`config.mk`:
```
export PLATFORM = sky130hd
export DESIGN_NAME = jpeg_pixel_sink
export DESIGN_NICKNAME = d
export VERILOG_FILES = /design/src/rtl/jpeg_pixel_sink.sv
export SDC_FILE = /design/constraint.sdc
export NUM_CORES = 1
export LEC_CHECK = 0
export BUFFER_PORTS_ARGS = -buffer_cell sky130_fd_sc_hd__buf_2
export CAP_MARGIN = 25
export CORE_MARGIN = 4
export CORE_UTILIZATION = 40
export CTS_BUF_LIST = sky130_fd_sc_hd__clkbuf_4 sky130_fd_sc_hd__clkbuf_8
export DETAILED_ROUTE_END_ITERATION = 7
export PLACE_DENSITY = 0.58
export SLEW_MARGIN = 20
export SYNTH_ARGS = -nofsm -noshare
export SYNTH_HDL_FRONTEND = slang
export SYNTH_SLANG_ARGS = --single-unit
```
`constraint.sdc`:
```
create_clock -name clk -period 10.5 [get_ports clk]
set_clock_uncertainty 0.15 [all_clocks]
set_input_delay 1.05 -clock clk [delete_from_list [all_inputs] [get_ports clk]]
set_output_delay 1.05 -clock clk [all_outputs]
set_load 0.05 [all_outputs]
```
`src/rtl/jpeg_pixel_sink.sv`:
```
// jpeg_pixel_sink: buffers the JPEG decoder's unstallable pixel stream in a
// first-word-fall-through FIFO, tags each pixel with sof/eol/eof from the image
// size latched at frame start, and offers a valid/ready stream to the frame writer.
// Optional feature: define JPEG_SINK_RGB565_EN to pack pixels as 16-bit RGB565
// instead of 24-bit {r,g,b}.

module jpeg_pixel_sink #(
    parameter int FIFO_AW = 4
) (
    input  logic               clk,
    input  logic               rst_n,
    input  logic [7:0]         r_in,
    input  logic [7:0]         g_in,
    input  logic [7:0]         b_in,
    input  logic               pixel_valid,
    input  logic               dec_idle,
    input  logic [15:0]        img_width,
    input  logic [15:0]        img_height,
`ifdef JPEG_SINK_RGB565_EN
    output logic [15:0]        m_data,
`else
    output logic [23:0]        m_data,
`endif
    output logic               m_valid,
    input  logic               m_ready,
    output logic               m_sof,
    output logic               m_eol,
    output logic               m_eof,
    output logic [FIFO_AW:0]   fifo_level,
    output logic               overflow,
    output logic               stray,
    output logic               frame_done
);

`ifdef JPEG_SINK_RGB565_EN
    localparam int DW = 16;
`else
    localparam int DW = 24;
`endif
    localparam int                 DEPTH   = 2 ** FIFO_AW;
    localparam int                 EW      = DW + 3;
    localparam logic [FIFO_AW:0]   DEPTH_L = (FIFO_AW + 1)'(DEPTH);

    typedef enum logic [1:0] {
        IDLE,
        ACTIVE,
        DRAIN
    } state_t;

    state_t               state;
    logic                 idle_q;
    logic [15:0]          width_q;
    logic [15:0]          height_q;
    logic [15:0]          x;
    logic [15:0]          y;

    logic [EW-1:0]        mem [DEPTH];
    logic [FIFO_AW-1:0]   wr_ptr;
    logic [FIFO_AW-1:0]   rd_ptr;
    logic [FIFO_AW:0]     count;

    logic [DW-1:0]        pix_data;
    logic [EW-1:0]        wr_entry;
    logic                 frame_start;
    logic                 full;
    logic                 rd_en;
    logic                 wr_en;
    logic                 cur_sof;
    logic                 cur_eol;
    logic                 cur_eof;

    // Pixel packing, tag generation and FIFO handshake decode.
    always_comb begin
`ifdef JPEG_SINK_RGB565_EN
        pix_data = {r_in[7:3], g_in[7:2], b_in[7:3]};
`else
        pix_data = {r_in, g_in, b_in};
`endif
        cur_sof     = (x == 16'd0) && (y == 16'd0);
        cur_eol     = (x == width_q - 16'd1);
        cur_eof     = cur_eol && (y == height_q - 16'd1);
        wr_entry    = {pix_data, cur_sof, cur_eol, cur_eof};
        frame_start = idle_q && !dec_idle;
        full        = (count == DEPTH_L);
        m_valid     = (count != '0);
        rd_en       = m_valid && m_ready;
        wr_en       = pixel_valid && (state == ACTIVE) && (!full || rd_en);
        fifo_level  = count;
    end

    // Head entry is gated so the outputs read zero while the FIFO is empty.
    always_comb begin
        m_data = '0;
        m_sof  = 1'b0;
        m_eol  = 1'b0;
        m_eof  = 1'b0;
        if (m_valid) begin
            {m_data, m_sof, m_eol, m_eof} = mem[rd_ptr];
        end
    end

    // FIFO storage; contents are don't-care until the pointers say otherwise.
    always_ff @(posedge clk) begin
        if (wr_en) begin
            mem[wr_ptr] <= wr_entry;
        end
    end

    // FIFO pointers and occupancy; reset flushes any buffered pixels.
    always_ff @(posedge clk or negedge rst_n) begin
        if (!rst_n) begin
            wr_ptr <= '0;
            rd_ptr <= '0;
            count  <= '0;
        end else begin
            if (wr_en) begin
                wr_ptr <= wr_ptr + 1'b1;
            end
            if (rd_en) begin
                rd_ptr <= rd_ptr + 1'b1;
            end
            case ({wr_en, rd_en})
                2'b10:   count <= count + 1'b1;
                2'b01:   count <= count - 1'b1;
                default: count <= count;
            endcase
        end
    end

    // Frame FSM: latches geometry, walks x/y, and raises the sticky error flags.
    always_ff @(posedge clk or negedge rst_n) begin
        if (!rst_n) begin
            state      <= IDLE;
            idle_q     <= 1'b1;
            width_q    <= '0;
            height_q   <= '0;
            x          <= '0;
            y          <= '0;
            overflow   <= 1'b0;
            stray      <= 1'b0;
            frame_done <= 1'b0;
        end else begin
            idle_q     <= dec_idle;
            frame_done <= 1'b0;
            case (state)
                IDLE: begin
                    if (frame_start) begin
                        width_q  <= img_width;
                        height_q <= img_height;
                        x        <= '0;
                        y        <= '0;
                        overflow <= 1'b0;
                        stray    <= 1'b0;
                        if (img_width != 16'd0 && img_height != 16'd0) begin
                            state <= ACTIVE;
                        end
                    end else if (pixel_valid) begin
                        stray <= 1'b1;
                    end
                end
                ACTIVE: begin
                    if (pixel_valid) begin
                        if (!wr_en) begin
                            overflow <= 1'b1;
                        end
                        if (cur_eof) begin
                            x     <= '0;
                            y     <= '0;
                            state <= DRAIN;
                        end else if (cur_eol) begin
                            x <= '0;
                            y <= y + 16'd1;
                        end else begin
                            x <= x + 16'd1;
                        end
                    end
                end
                DRAIN: begin
                    if (pixel_valid) begin
                        stray <= 1'b1;
                    end
                    // Nothing is written in DRAIN, so an empty FIFO here means the
                    // eof pixel was either accepted already or lost to overflow.
                    if ((rd_en && m_eof) || !m_valid) begin
                        frame_done <= 1'b1;
                        state      <= IDLE;
                    end
                end
                default: state <= IDLE;
            endcase
        end
    end

endmodule

```
==> reports/results.ini <==
[run_status]
status = finished clean

[floorplanning]
core-area_um2 = 52900
die_area_um2 = 57500
ios = 97
initial_core_util = 0.406
die_w_um = 240
die-height_um = 240
core.rowCount = 84

[layout]
final_common_cell = edfxtp_1
final_cells = 2092
syn2layout_area_growth_pct = 15.2
fill_cells = 4451
fin_area_um2 = 24800
final_cell_mix = 432 x edfxtp_1, 135 x mux4_2, 95 x clkbuf_8, 95 x buf_2, 78 x dfrtp_1
nets = 1412
drive_gt1_frac = 0.334

[worst_setup_path]
reg2reg_to = y[10]
cp-startpoint = rd_ptr[0]
critical_path_class = flip-flop to output port
r2r-start = width_q[0]
critPathMaxStageDelay_ns = 0.84
cp-end-kind = output port
path_cells = buf_4 > buf_4 > mux4_2 > mux4_2 > and2_1 > buf_2
arrival_ns = 4.57
crit_slowest_cell = dfrtp_4
worst-r2r-cell-count = 11
required_ns = 9.30
crit_end = m_data[20]
reg2reg_slack_ns = 6.71
cp_max_fo = 42
setup.worst_path.start_class = flip-flop

[yosys]
synth_edf_count = 432
synth_seq_cells = 515
synth_cells = 1177
ys.flop_type = edfxtp_1
yosysWarnings = 0
syn-cell-area_um2 = 21500
synth_fp_nets = 1253
ys_types = 67
syn_area_per_cell_um2 = 18.3
yosysSeqAreaShare = 0.701
async_reset_ff_frac = 0.161

[sta]
hold_viol = 0
rsz0062_at_grt = no
final-setup-viol-count = 0
setup_tns_ns = 0
fmax_mhz = 173
slew_headroom = 0.304
drv_slew = 0
period_needed_ns = 5.77
tightest_slew_ns = 1.04
period_share = 0.549

[clocking]
insertion_delay_ns = 0.64
cts.path.max_buffers = 3
cts_buffers = 85
cts.htree.levels = 3
cts_num_sinks = 515
cts_tree = done
post_cts_resized = 0
cts_hold_repair.buffers = 0
cts_setup_buffers = 0
cts-root-buf = clkbuf_8
path_clk_slew_ns = 0.06

[detailed_routing]
route.antenna.remaining_nets = 0
drtPass1Iterations = 5
drt_iter0_markers = 730
vias = 11300
drc_errors = 0
vias_per_cell = 5.41
drt-total-wl_um = 47500
avgRoutedWirePerCell_um = 22.7

[placement]
place_hpwl_um = 27700
place_area_um2 = 22900
io_buffer_count = 96
dp_cells = 1937
gp_congestion = 0.773

[global_route]
grt_pass1_vias = 11800
grt_antenna_before_repair = 1
grt_remaining_overflow = 0
grt_max_degree = 80
grt_util_all_layers = 0.169
grt_pass1_wl_um = 72500

[run]
cap_violations = 0

[min_path]
worstHoldPathType = primary input to async pin

[power]
pwr_density_cell_nw_per_um2 = 262
p_leak_nw = 8.57
p_total_mw = 6.49
ir_drop_mv = 0.138

[final cells by class]
class                           instances  area [µm²]  area share
Antenna cell                            1        2.50    0.000101
Inverter                               21        78.8     0.00318
Timing Repair Buffer                  125         704      0.0285
Tap cell                              688         861      0.0348
Multi-Input combinational cell        588        6250       0.252
Clock inverter                         30         273      0.0110
Clock buffer                          124        1530      0.0616
Sequential cell                       515       15100       0.608
[state kept, by name, summed over array words and instances, names as in the netlist]
name        cells
x              16
height_q       16
stray           1
mem           432
y              16
rd_ptr          4
idle_q          1
width_q        16
wr_ptr          4
overflow        1
fifo_level      5
state           2
frame_done      1
[how the worst min path moves through the flow]
| stage | startpoint | to | slack, ns | cells past startpoint |
|---|---|---|---|---|
| 2_1_floorplan | state[0] | frame_done | 0.33 | 1 |
| 3_3_place_gp | stray | stray | 0.33 | 2 |
| 3_5_place_dp | overflow | overflow | 0.34 | 2 |
| 4_1_cts | rst_n | fifo_level[2] | 0.002 | 1 |
| 5_1_grt | rst_n | fifo_level[2] | 0.007 | 1 |
| 6_report | rst_n | fifo_level[2] | 0.06 | 1 |
[routing by layer]
metal | GRT usage | vias to the layer above | part of all wire | routed length (µm)
li1 | - | 5086 | - | -
met1 | 0.227 | 5866 | 0.43 | 20600
met2 | 0.280 | 285 | 0.50 | 23600
met3 | 0.0327 | 78 | 0.046 | 2180
met4 | 0.0510 | 0 | 0.025 | 1170
met5 | 0 | - | 0 | 0
[through the flow]
step	worst slack [ns]	util	hold slack [ns]
2_1_floorplan	6.28	-	0.331
3_3_place_gp	5.23	0.434	0.331
3_5_place_dp	5.23	0.434	0.341
4_1_cts	4.52	0.468	0.00248
5_1_grt	4.28	0.468	0.00748
6_report	4.73	0.468	0.0569
[cells in the mapped netlist, types with 4 or more instances]
cell / instances / area (µm²)
a211oi_1: 4 / 30.0
a21oi_1: 9 / 45.0
a22oi_1: 6 / 45.0
a31oi_1: 6 / 37.5
and2_0: 4 / 25.0
and2_1: 31 / 194
and3_1: 10 / 62.6
and4_1: 4 / 35.0
buf_1: 14 / 52.6
clkbuf_1: 33 / 124
dfrtp_1: 82 / 2050
edfxtp_1: 432 / 13000
ha_1: 14 / 175
inv_1: 21 / 78.8
mux2_2: 26 / 293
mux4_2: 135 / 3040
nand2_1: 39 / 146
nand2b_1: 10 / 62.6
nand3_1: 21 / 105
nand4_1: 13 / 81.3
nor2_1: 51 / 191
nor2b_1: 5 / 31.3
nor3_1: 12 / 60.1
nor3b_1: 5 / 37.5
nor4_1: 19 / 119
nor4b_1: 4 / 35.0
o211ai_1: 4 / 30.0
o21ai_0: 29 / 145
o31ai_1: 10 / 75.1
or2_2: 4 / 25.0
or3_1: 8 / 50.1
or4_1: 5 / 37.5
xnor2_1: 33 / 289
xor2_1: 29 / 254
[worst max-delay path, delay by kind of cell, from the launching register on]
kind | cells | cell delay, ns
muxes | 2 | 1.08
and+or+nand+nor | 1 | 0.19
DFF | 1 | 0.84
buffers and inverters | 3 | 1.73
[power breakdown]
group          internal, mW  total, mW  switching [mW]
Combinational         0.829       2.00            1.17
Clock                  1.04       1.83           0.792
Sequential             2.44       2.66           0.219
Total                  4.31       6.49            2.18
[cell families (layout without fill, tap and decap cells)]
family	Yosys count	in the layout	synth area share
AO/OA/AOI/OAI	90	90	0.0281
XOR/XNOR	62	62	0.0253
adder cells (fa/ha/maj)	15	15	0.00909
buffers and inverters	74	300	0.0141
flip-flops	515	515	0.701
multiplexers	163	163	0.156
other	0	1	0
AND/OR/NAND/NOR	258	258	0.0666
(Power assumes the default switching activity.)
